## src/rtl/lifo_stack_if.sv

```systemverilog
// Command/status bundle between a stack controller and lifo_stack.
// Latency: n/a (wires only).
// Backpressure: none; the stall line freezes the stack, and ovf/unf flag rejected commands.
interface lifo_stack_if #(
  parameter int WIDTH      = 8,
  parameter int DEPTH_LOG2 = 3
);
  logic                  clr;
  logic                  stall;
  logic                  push;
  logic                  pop;
  logic [WIDTH-1:0]      din;
  logic [WIDTH-1:0]      dout;
  logic [DEPTH_LOG2:0]   count;
  logic                  full;
  logic                  empty;
  logic                  ovf;
  logic                  unf;

  // Controller side: issues commands, observes stack status.
  modport master (
    output clr, stall, push, pop, din,
    input  dout, count, full, empty, ovf, unf
  );

  // Stack side: consumes commands, reports status.
  modport slave (
    input  clr, stall, push, pop, din,
    output dout, count, full, empty, ovf, unf
  );
endinterface

```

## src/rtl/lifo_stack.sv

```systemverilog
// Synchronous LIFO store addressed by a saturating stack pointer.
// Latency: push/pop visible on dout/count/flags one edge after capture; ovf/unf combinational.
// Backpressure: stall freezes all state; push when full / pop when empty are dropped and flagged.
module lifo_stack #(
  parameter int WIDTH      = 8,
  parameter int DEPTH_LOG2 = 3
) (
  input logic        clk,
  input logic        rst,
  lifo_stack_if.slave bus
);
  localparam int DEPTH = 2 ** DEPTH_LOG2;
  localparam logic [DEPTH_LOG2:0]   SP_FULL = {1'b1, {DEPTH_LOG2{1'b0}}};
  localparam logic [DEPTH_LOG2:0]   SP_ONE  = {{DEPTH_LOG2{1'b0}}, 1'b1};
  localparam logic [DEPTH_LOG2-1:0] IDX_ONE = {{(DEPTH_LOG2-1){1'b0}}, 1'b1};

  logic [DEPTH_LOG2:0]   sp;
  logic [WIDTH-1:0]      mem [DEPTH];
  logic [DEPTH_LOG2-1:0] top_idx;
  logic [DEPTH_LOG2-1:0] wr_idx;
  logic                  full;
  logic                  empty;
  logic                  active;

  assign full    = (sp == SP_FULL);
  assign empty   = (sp == '0);
  // Low bits of sp wrap cleanly: when full they are 0, so top_idx becomes DEPTH-1.
  assign top_idx = sp[DEPTH_LOG2-1:0] - IDX_ONE;
  assign wr_idx  = sp[DEPTH_LOG2-1:0];
  // Commands only take effect on an edge that is not reset, stalled or cleared.
  assign active  = ~rst & ~bus.stall & ~bus.clr;

  // Stack pointer: reset > stall > clr > replace/push/pop, saturating by rejection.
  always_ff @(posedge clk) begin
    if (rst) begin
      sp <= '0;
    end else if (bus.stall) begin
      sp <= sp;
    end else if (bus.clr) begin
      sp <= '0;
    end else if (bus.push && bus.pop) begin
      if (empty) sp <= SP_ONE;
    end else if (bus.push) begin
      if (!full) sp <= sp + SP_ONE;
    end else if (bus.pop) begin
      if (!empty) sp <= sp - SP_ONE;
    end
  end

  // Storage write: replace the top on push+pop, else append when room; never reset.
  always_ff @(posedge clk) begin
    if (active && bus.push) begin
      if (bus.pop && !empty) begin
        mem[top_idx] <= bus.din;
      end else if (!full) begin
        mem[wr_idx] <= bus.din;
      end
    end
  end

  // Status outputs come straight from sp; error pulses ignore stall/clr, masked only by reset.
  always_comb begin
    bus.count = sp;
    bus.full  = full;
    bus.empty = empty;
    bus.dout  = empty ? '0 : mem[top_idx];
    bus.ovf   = ~rst & bus.push & ~bus.pop & full;
    bus.unf   = ~rst & bus.pop & ~bus.push & empty;
  end
endmodule

```

## src/flat_wrapper.sv

```systemverilog
// flat-port wrapper written by rule: the top's interface ports become plain ports
module lifo_stack_flat 
#(
  parameter int WIDTH      = 8,
  parameter int DEPTH_LOG2 = 3
)
  (clk, rst, bus_clr, bus_stall, bus_push, bus_pop, bus_din, bus_dout, bus_count, bus_full, bus_empty, bus_ovf, bus_unf);
  lifo_stack_if #(.WIDTH(WIDTH), .DEPTH_LOG2(DEPTH_LOG2)) bus_i ();
  input logic clk;
  input logic rst;
  input wire logic [$bits(bus_i.clr)-1:0] bus_clr;
  input wire logic [$bits(bus_i.stall)-1:0] bus_stall;
  input wire logic [$bits(bus_i.push)-1:0] bus_push;
  input wire logic [$bits(bus_i.pop)-1:0] bus_pop;
  input wire logic [$bits(bus_i.din)-1:0] bus_din;
  output wire logic [$bits(bus_i.dout)-1:0] bus_dout;
  output wire logic [$bits(bus_i.count)-1:0] bus_count;
  output wire logic [$bits(bus_i.full)-1:0] bus_full;
  output wire logic [$bits(bus_i.empty)-1:0] bus_empty;
  output wire logic [$bits(bus_i.ovf)-1:0] bus_ovf;
  output wire logic [$bits(bus_i.unf)-1:0] bus_unf;
  assign bus_i.clr = bus_clr;
  assign bus_i.stall = bus_stall;
  assign bus_i.push = bus_push;
  assign bus_i.pop = bus_pop;
  assign bus_i.din = bus_din;
  assign bus_dout = bus_i.dout;
  assign bus_count = bus_i.count;
  assign bus_full = bus_i.full;
  assign bus_empty = bus_i.empty;
  assign bus_ovf = bus_i.ovf;
  assign bus_unf = bus_i.unf;
  lifo_stack #(.WIDTH(WIDTH), .DEPTH_LOG2(DEPTH_LOG2)) u_core (.clk(clk), .rst(rst), .bus(bus_i));
endmodule
```

## config.mk

```make
export PLATFORM = sky130hd
export DESIGN_NAME = lifo_stack_flat
export DESIGN_NICKNAME = d
export VERILOG_FILES = /design/src/rtl/lifo_stack_if.sv /design/src/rtl/lifo_stack.sv /design/src/flat_wrapper.sv
export SDC_FILE = /design/constraint.sdc
export NUM_CORES = 1
export LEC_CHECK = 0
export ABC_CLOCK_PERIOD_IN_PS = 4150
export BUFFER_PORTS_ARGS = -buffer_cell sky130_fd_sc_hd__buf_4
export CELL_PAD_IN_SITES_DETAIL_PLACEMENT = 1
export CELL_PAD_IN_SITES_GLOBAL_PLACEMENT = 2
export CORE_MARGIN = 2
export CORE_UTILIZATION = 40
export CTS_CLUSTER_DIAMETER = 50
export DETAILED_ROUTE_END_ITERATION = 10
export GPL_TIMING_DRIVEN = 1
export PLACE_DENSITY_LB_ADDON = 0.1
export SYNTH_ARGS = -nofsm -noshare
export SYNTH_HDL_FRONTEND = slang
export SYNTH_SLANG_ARGS = --single-unit
```

## constraint.sdc

```tcl
create_clock -name clk -period 4.15 [get_ports clk]
set_clock_uncertainty 0.15 [all_clocks]
set_input_delay 0.83 -clock clk [delete_from_list [all_inputs] [get_ports clk]]
set_output_delay 0.83 -clock clk [all_outputs]
set_load 0.02 [all_outputs]
```

==> impl_summary.log <==
[metrics] flop-to-flop setup slack: roughly 0.95 ns
[metrics] top-area cell type share of the netlist area: 61.2%
[metrics] net count of the mapped netlist: 222
[metrics] drt pass-1 iters: 4
[metrics] synthesized instance count: 204
[metrics] post-synth top area cell: sky130_fd_sc_hd__edfxtp_1
[metrics] Core Rows: 32
[metrics] detailed-route DRC error count: 0
[metrics] setup total negative slack: 0 ns
[metrics] worst ir drop on vdd: 0.266 mV
[metrics] via count: approximately 1900
[metrics] non-filler cells in the finished layout: between 300 and 400
[metrics] Data required, critical path: 3.17 ns
[metrics] number of buffers created by CTS: 9
[metrics] P per Cell Area: 412 nW/um^2
[metrics] Mean Syn Cell Area: 15.4 um^2
[metrics] critical setup path kind: flip-flop to output pin
[metrics] share of post-route cells with drive strength above 1: between 30 and 40%
[metrics] Critical Path Fanout Max: 18
[metrics] DPL Wire Length: ~4800 um
[metrics] CTS tree: built
[metrics] clock period minus final worst setup slack: ~3.7 ns
[metrics] Worst Path Arrival: 2.69 ns
[metrics] Top Ports: 30
[metrics] global-route wire length before repair: 11600 um
[metrics] Setup crit start: u_core.bus.count[1]$_SDFFE_PP0P_
[metrics] outcome: complete, no violations
[metrics] Global Route Usage Sum: a little under a fifth
[metrics] final cycle utilization of the critical path: 88.4%
[metrics] number of cell instances on the worst register-to-register path: 7
[metrics] die extent in x: 92.6 um
[metrics] flip-flop and latch count after synthesis: slightly below 70
[metrics] final hold vios: 0
[metrics] Setup Buffers After CTS: 0
[metrics] sum of routed wire length over all layers: 7170 um
[metrics] area of the die: about 8600 um^2
[metrics] source of the worst register-to-register timing path: u_core.bus.count[1]$_SDFFE_PP0P_
[metrics] max-slew violations: 0
[metrics] Placeable Area: around 7700 um^2
[metrics] main area contributors after synthesis: sky130_fd_sc_hd__edfxtp_1, sky130_fd_sc_hd__mux4_2, sky130_fd_sc_hd__dfxtp_1
[metrics] Final #Nets: 256
[metrics] number of global-route vias before repair: 2047
[metrics] clk root buf: sky130_fd_sc_hd__clkbuf_8
[metrics] slew margin rel.: 36.1%
[metrics] number of buffers added to fix hold violations after cts: 0
[metrics] Post-DP Area: around 3500 um^2
[metrics] setup repair after global routing missed its margin: false
[metrics] standard cell with the maximum stage delay on the critical path: sky130_fd_sc_hd__ha_1
[metrics] Inst Count DP: 329
[metrics] worst min-delay path class: flip-flop to flip-flop
[metrics] final cell utilization of the core: 47.6%
[metrics] Yosys cell types: 49
[metrics] mean number of vias per cell: 5.62
[metrics] overflow left after global routing: 0
[metrics] sequential share of the synthesized area: a little under two thirds
[metrics] placer congestion estimate: roughly 0.75
[metrics] summed instance area of the synthesized netlist: 3140 um^2
[metrics] Clk Latency, worst-skew pair: 0.33 ns
[metrics] ordered list of cells on the worst path: inv_1, ha_1, mux4_2, a221oi_1, a31oi_1, buf_4
[metrics] wire per inst: just over 20 um
[metrics] critical path capture point type: output pin
[metrics] leakage dissipation: around 1.2 nW
[metrics] largest net degree at the start of global routing: 26
[metrics] slew at the pin closest to its max-slew limit: roughly 0.95 ns
[metrics] RR Endpoint: u_core.mem[1][1]$_DFFE_PP_
[metrics] number of clock sinks: ~70
[metrics] CTS Buffer Depth: 2
[metrics] initial drt markers: 76
[metrics] count of antenna diodes in the layout: 0
[metrics] YS warnings: 0
[metrics] number of gates resized after CTS: 0
[metrics] max-cap viol count: 0
[metrics] capturing instance or port of the critical path: bus_dout[2]
[metrics] Critical Path Max Stage Delay: 0.83 ns
[metrics] port bufs: 29
[metrics] number of enable-type register cells in the synthesized netlist: 64
[metrics] synthesis-to-finish area growth: 16.5%
[metrics] CTS H-Tree Depth: 3
[metrics] crit start category: flip-flop
[metrics] die boundary height: 92.6 um
[metrics] Design Area, Final: 3660 um^2
[metrics] Max Freq: about 270 MHz
[metrics] most frequently used cell type in the post-synthesis netlist: sky130_fd_sc_hd__edfxtp_1
[metrics] Most used DFF post-synth: sky130_fd_sc_hd__edfxtp_1
[metrics] most instantiated cells after synthesis: sky130_fd_sc_hd__edfxtp_1, sky130_fd_sc_hd__nand2_1, sky130_fd_sc_hd__mux4_2
[metrics] number of antenna violations at the first check in global routing: 0
[metrics] CTS clock-pin slew for the worst setup and hold paths: 0.07 ns
[metrics] Initial Utilization: 40.9%
[metrics] Async S/R FF share, synth: 0%
[metrics] Finish-stage setup viols: 0
[metrics] Detail Route Antenna Nets: 0
==> final cells by class <==
type / count / area, um^2
fillers: 776 / 4030
flip-flops and latches: 68 / 2000
multi-input cells: 118 / 1050
repair buffers: 36 / 270
well taps: 102 / 128
clock buffers: 9 / 124
clock inverters: 7 / 66.3
inverters: 5 / 18.8
==> sequential cells by signal, summed over array words and instances (netlist names) <==
name	cells
u_core.bus.count	4
u_core.mem	64
==> metal layers <==
metal  vias up  routed length [um]  track usage [%]
li1        886                   -                -
met5         -                   0                0
met4         0                  89             5.39
met2        47                3590             29.4
met1       998                3200             24.9
met3         8                 285             4.39
==> how the worst min path moves through the flow <==
| stage | endpoint | start | slack, ns | cells after the start |
|---|---|---|---|---|
| finish | u_core.bus.count[1]$_SDFFE_PP0P_ | u_core.bus.count[1]$_SDFFE_PP0P_ | 0.37 | 2 |
| global route | u_core.bus.count[1]$_SDFFE_PP0P_ | u_core.bus.count[1]$_SDFFE_PP0P_ | 0.39 | 2 |
| CTS | u_core.bus.count[1]$_SDFFE_PP0P_ | u_core.bus.count[1]$_SDFFE_PP0P_ | 0.37 | 2 |
| detailed placement | u_core.bus.count[1]$_SDFFE_PP0P_ | u_core.bus.count[1]$_SDFFE_PP0P_ | 0.36 | 2 |
| global placement | u_core.bus.count[1]$_SDFFE_PP0P_ | u_core.bus.count[1]$_SDFFE_PP0P_ | 0.35 | 2 |
| floorplan | u_core.bus.count[1]$_SDFFE_PP0P_ | u_core.bus.count[1]$_SDFFE_PP0P_ | 0.42 | 2 |
==> per-stage QoR <==
stage	setup slack, ns	hold WS (ns)	total power [W]
global placement	0.845	0.346	0.000995
global route	0.260	0.394	0.00157
detailed placement	0.776	0.363	0.00100
floorplan	0.692	0.423	0.000924
CTS	0.416	0.373	0.00152
finish	0.482	0.368	0.00151
==> critical path, delay by kind of cell, from the launching register on <==
family                     cells  cell delay, ns
buffers and inverters          2            0.29
adders and majority gates      1            0.83
DFF                            1            0.38
muxes                          1            0.45
AOI/OAI and AO/OA              2            0.40
==> logic make-up (layout without fill, tap and decap cells) <==
kind of cell / count (synthesis) / in the layout / share of synthesized area (%)
compound gates: 39 / 39 / 9.40
xor+xnor: 1 / 1 / 0.279
fa+ha+maj: 4 / 4 / 1.83
buf+inv: 18 / 57 / 2.79
flops: 68 / 68 / 63.7
mux: 18 / 18 / 12.1
simple gates: 56 / 56 / 9.84
==> where the power goes <==
part,internal (W),leakage [nW],switching (W)
logic,0.0000939,0.524,0.000132
clock network,0.000274,0.0907,0.000247
registers,0.000755,0.608,0.00000563
==> placed cells by master, fill, tap and decap left out, drive strengths merged, types with 2 or more instances in the layout <==
master / Yosys / routed
a21oi: 7 / 7
mux4: 16 / 16
buf: 7 / 36
ha: 3 / 3
nor2b: 2 / 2
dfxtp: 4 / 4
nand2b: 6 / 6
nor4: 2 / 2
o21ai: 3 / 3
clkbuf: 6 / 9
edfxtp: 64 / 64
clkinv: 0 / 3
nand3b: 2 / 2
a21bo: 2 / 2
nor2: 9 / 9
nor3: 4 / 4
a221oi: 8 / 8
nand2: 19 / 19
nand3: 4 / 4
clkinvlp: 0 / 2
nor3b: 2 / 2
a31oi: 8 / 8
inv: 5 / 6
Power figures use the tool's default switching activity.
